==> src/rtl/demux1to8_pkg.sv <==
// Shared definitions for the 8-slot bit-select path (transmit selector and
// receive deserialiser).
package demux1to8_pkg;

  localparam int unsigned N_SLOTS = 8;
  localparam int unsigned SEL_W   = 3;

  typedef enum logic {HUNT, ASSEMBLE} state_t;

  // Bit position of a slot within the byte: slot k -> bit k (LSB first) or bit 7-k.
  function automatic logic [SEL_W-1:0] slot_to_bit(input logic [SEL_W-1:0] slot,
                                                   input bit               lsb_first);
    return lsb_first ? slot : (SEL_W'(N_SLOTS - 1) - slot);
  endfunction

endpackage

==> src/rtl/demux1to8_slot_wr.sv <==
// Combinational 1-to-8 slot decoder: writes din into the bit of the assembly
// register selected by idx when enabled.
module demux1to8_slot_wr
  import demux1to8_pkg::*;
#(
  parameter bit LSB_FIRST = 1'b1
) (
  input  logic [SEL_W-1:0]   i_idx,
  input  logic               i_din,
  input  logic               i_we,
  input  logic [N_SLOTS-1:0] i_asm,
  output logic [N_SLOTS-1:0] o_asm_next
);

  always_comb begin
    o_asm_next = i_asm;
    for (int unsigned k = 0; k < N_SLOTS; k++) begin
      if (i_we && (slot_to_bit(i_idx, LSB_FIRST) == SEL_W'(k))) begin
        o_asm_next[k] = i_din;
      end
    end
  end

endmodule

==> src/rtl/demux1to8_deser.sv <==
// Serial-to-byte deserialiser: slot counter, HUNT/ASSEMBLE framing FSM,
// one-word valid/ready output buffer and sticky overrun flag.
module demux1to8_deser
  import demux1to8_pkg::*;
#(
  parameter bit LSB_FIRST    = 1'b1,
  parameter bit REQUIRE_SYNC = 1'b1
) (
  input  logic               clk,
  input  logic               rst,
  input  logic               din,
  input  logic               din_valid,
  input  logic               sync,
  input  logic               q_ready,
  input  logic               clear_ovr,
  output logic [N_SLOTS-1:0] q,
  output logic               q_valid,
  output logic [SEL_W-1:0]   sel_out,
  output logic               hunting,
  output logic               overrun
);

  localparam state_t RST_STATE = REQUIRE_SYNC ? HUNT : ASSEMBLE;

  state_t             r_state;
  state_t             w_state_next;
  logic [SEL_W-1:0]   r_idx;
  logic [N_SLOTS-1:0] r_asm;
  logic [N_SLOTS-1:0] r_q;
  logic               r_q_valid;
  logic               r_ovr;

  logic               w_accept;
  logic [SEL_W-1:0]   w_wr_idx;
  logic [N_SLOTS-1:0] w_asm_next;
  logic               w_complete;
  logic               w_can_load;

  // A sync always restarts at slot 0, so in HUNT only synced bits are accepted.
  assign w_accept   = din_valid && ((r_state == ASSEMBLE) || sync);
  assign w_wr_idx   = sync ? '0 : r_idx;
  assign w_complete = w_accept && (w_wr_idx == SEL_W'(N_SLOTS - 1));
  assign w_can_load = !r_q_valid || q_ready;

  demux1to8_slot_wr #(
    .LSB_FIRST (LSB_FIRST)
  ) u_slot_wr (
    .i_idx      (w_wr_idx),
    .i_din      (din),
    .i_we       (w_accept),
    .i_asm      (r_asm),
    .o_asm_next (w_asm_next)
  );

  always_comb begin
    w_state_next = r_state;
    if (w_accept) begin
      w_state_next = ASSEMBLE;
    end
  end

  always_ff @(posedge clk) begin
    if (rst) begin
      r_state <= RST_STATE;
    end else begin
      r_state <= w_state_next;
    end
  end

  always_ff @(posedge clk) begin
    if (rst) begin
      r_idx     <= '0;
      r_asm     <= '0;
      r_q       <= '0;
      r_q_valid <= 1'b0;
      r_ovr     <= 1'b0;
    end else begin
      if (w_accept) begin
        r_idx <= w_wr_idx + 1'b1;
        r_asm <= w_asm_next;
      end

      // Completion takes priority over a plain consume so a word arriving in
      // the same cycle as the buffer drains is loaded without a bubble.
      if (w_complete && w_can_load) begin
        r_q       <= w_asm_next;
        r_q_valid <= 1'b1;
      end else if (r_q_valid && q_ready) begin
        r_q_valid <= 1'b0;
      end

      if (w_complete && !w_can_load) begin
        r_ovr <= 1'b1;
      end else if (clear_ovr) begin
        r_ovr <= 1'b0;
      end
    end
  end

  assign q       = r_q;
  assign q_valid = r_q_valid;
  assign sel_out = r_idx;
  assign hunting = (r_state == HUNT);
  assign overrun = r_ovr;

endmodule

==> config.mk <==
export PLATFORM = sky130hd
export DESIGN_NAME = demux1to8_deser
export DESIGN_NICKNAME = d
export VERILOG_FILES = /design/src/rtl/demux1to8_pkg.sv /design/src/rtl/demux1to8_slot_wr.sv /design/src/rtl/demux1to8_deser.sv
export SDC_FILE = /design/constraint.sdc
export NUM_CORES = 1
export LEC_CHECK = 0
export BUFFER_PORTS_ARGS = -buffer_cell sky130_fd_sc_hd__buf_2
export CORE_AREA = 2 2 48 50
export CTS_CLUSTER_DIAMETER = 50
export DETAILED_ROUTE_END_ITERATION = 10
export DIE_AREA = 0 0 50 52
export PLACE_DENSITY = 0.76
export SYNTH_ARGS = -nofsm -noshare
export SYNTH_HDL_FRONTEND = slang
export SYNTH_HIERARCHICAL = 1
export SYNTH_SLANG_ARGS = --single-unit
==> constraint.sdc <==
create_clock -name clk -period 2.5 [get_ports clk]
set_input_delay 0.25 -clock clk [delete_from_list [all_inputs] [get_ports clk]]
set_output_delay 0.25 -clock clk [all_outputs]
set_load 0.03 [all_outputs]
==> reports/results.txt <==
Final TNS setup: 0 ns
cts repair resizes: 0
dpl hpwl: 1280 um
Final period util: 80.5%
Tot GR Track Use: 16.0%
warnings from Yosys: 6
Worst Tran Pin Value: 0.607 ns
Worst R2R Setup Slack: 0.49 ns
# diodes: 0
layout cell share with drive strength beyond 1: 28.1%
antenna-violating nets left: 0
Total Routed Length: 1870 um
Synth Area in Compound Gates: 7.77%
Post-Syn Area: 0.00108 mm^2
WP data required: 2.74 ns
unrepaired setup endpoints after global routing: no
max_cap viols: 0
fmax: 497 MHz
Final min period: 2.01 ns
WP data arrival: 2.25 ns
DR vias: 837
Layout Nets: 145
Hold Crit Class: primary input to register
clk_skew: 0.00209 ns
setup violators final: 0
Crit. End Element: register
total congestion overflow: 0
area share of xor/xnor cells in the synthesized design: 0%
Critical Path Fanout Max: 10
asr flop ratio synth: 0%
Num CTS Buffers: 3
Leakage: 0.488 nW
CP cell instances: nor2b_1 > ha_1 > ha_1 > and3_1 > mux2i_1
# fillers: 196
initial drt markers: 14
slowest library cell on the worst path: nor2b_1
wire per inst: 11.5 um
gpl congestion: 0.761
Yosys cell types: 24
DP Worst Slack: 0.549 ns
Worst path most repeated cell: ha_1
vias per std cell: 5.13
WS Path Type: register to register
DR DRC count: 0
# rows: 17
H-tree depth: 1
number of synthesized flops with an enable pin: 0
status: finished, final reports clean
Root Buffer: clkbuf_4
Layout area overhead: 14.3%
global-route wire length before repair: 3200 um
dominant synthesized flop cell: dfxtp_1
mux cell area share after synthesis: 16.8%
largest family of logic cells by synthesized area: simple AND/OR/NAND/NOR gates
Hold Fails Final Rpt: 0
largest net degree at the start of global routing: 32
Hold-fix buffers, CTS: 0
Slew HR: 59.5%
Initial Utilization: 51.2%
min setup slack post-route: 0.487 ns
worst IR drop on VDD: 0.000333 V
Worst setup SP type: register
Clk pin slew, worst setup/hold paths: 0.12 ns
TritonCTS clock tree: built
initial antenna violation count: 0
part of the Yosys area used for sequential elements: 40.8%
drt pass-1 iters: 4
Syn Inst Count: 115
Die Ht: 52 um
core area: 0.00211 mm^2
simple-gate share of the synthesized area: 28.5%
clk_lat worst skew: 0.30 ns
port buffer count: 20
Max Slew Vio Count: 0
die area: 0.00260 mm^2
Ports: 21
Yosys reg bits: 22
Max stage delay on crit path: 0.52 ns
vias in the first global route: 731
pwr dens: 489 mW/mm^2
Synth Area in Adders: 2.32%
DIE WIDTH: 50 um
Net Count, Synth: 124
post-CTS setup buffer count: 0
CTS Sinks: 22
FF+latch area: 440 um^2
area of the multi-input gates: 598 um^2
maximum root-to-sink buffer count: 2
Synth Area per Inst: 9.38 um^2
-- power breakdown --
| group | total (mW) | internal, mW | switching [mW] |
|---|---|---|---|
| registers | 0.357 | 0.354 | 0.00232 |
| logic | 0.0547 | 0.0200 | 0.0347 |
| clock network | 0.192 | 0.0888 | 0.103 |
| total | 0.603 | 0.463 | 0.140 |
-- worst max-delay path: cells and delay by family, from the launching register on --
family,cells,cell delay (ns)
mux,1,0.24
fa+ha+maj,2,0.40
flops,1,0.36
simple gates,2,0.94
-- layout by cell type (no fill, tap or decap), drive strengths merged --
cell type and instances:
nand4b 3, dfxtp 22, nand2b 17, nor2b 3, o31ai 1, ha 2, mux2 8, mux2i 8
and4bb 3, buf 22, nor2 1, a21oi 12, nand4 1, a211oi 1, and3 1, nor4b 1
inv 2, or3b 1, nand2 21, o21ai 1, clkbuf 4
-- worst paths after layout --
path | start | cells past startpoint | end
setup / recovery | sel_out[0]$_SDFFE_PP0P_ | 5 | q[6]$_SDFFE_PP0P_
hold / removal | clear_ovr | 3 | overrun$_SDFFE_PP0P_
setup reg to reg | sel_out[0]$_SDFFE_PP0P_ | 5 | q[6]$_SDFFE_PP0P_
hold reg to reg | r_asm[0]$_SDFFE_PP0P_ | 2 | r_asm[0]$_SDFFE_PP0P_
-- cell families (layout without fill, tap and decap cells) --
group	Yosys count	count (layout)
flops	22	22
mux	16	16
fa+ha+maj	2	2
buf+inv	8	28
simple gates	52	52
compound gates	15	15
-- sequential cells by signal, indices dropped and copies added (netlist names) --
| name | count |
|---|---|
| q | 8 |
| r_asm | 8 |
| sel_out | 3 |
| overrun | 1 |
| q_valid | 1 |
| r_state | 1 |
-- cell usage after synthesis, types with 2 or more instances --
library cell / number / area, um^2
nand4b_1: 3 / 26.3
dfxtp_1: 22 / 440
and4bb_1: 3 / 37.5
mux2_2: 5 / 56.3
nand2_1: 21 / 78.8
a21oi_1: 12 / 60.1
clkbuf_1: 3 / 11.3
nor2b_1: 3 / 18.8
buf_2: 2 / 10.0
mux2i_1: 8 / 80.1
mux2_4: 3 / 45.0
ha_1: 2 / 25.0
nand2b_1: 17 / 106
-- metrics by stage --
| step | cell area [um^2] | utilization, % | total power [mW] | instances | hold WS, ns |
|---|---|---|---|---|---|
| 6_report | 1230 | 58.5 | 0.603 | 163 | 0.201 |
| 3_5_place_dp | 1200 | 56.8 | 0.419 | 159 | 0.448 |
| 5_1_grt | 1230 | 58.5 | 0.632 | 163 | 0.216 |
| 2_1_floorplan | 1080 | - | 0.403 | 115 | 0.433 |
| 3_3_place_gp | 1200 | 56.8 | 0.418 | 159 | 0.442 |
| 4_1_cts | 1230 | 58.5 | 0.614 | 163 | 0.190 |
-- layout make-up --
cell class,instances,area share (%)
multi-input cells,85,48.5
clock buffers,4,2.94
inverters,2,0.609
well taps,28,2.84
repair buffers,22,9.34
flip-flops and latches,22,35.7
-- routing by layer --
metal / vias to the layer above / track usage, % / wire length, um
li1: 439 / - / -
met1: 374 / 21.9 / 900
met2: 22 / 24.3 / 873
met3: 2 / 3.45 / 87
met4: 0 / 6.94 / 12
met5: - / 0 / 0
(Power assumes the default switching activity.)
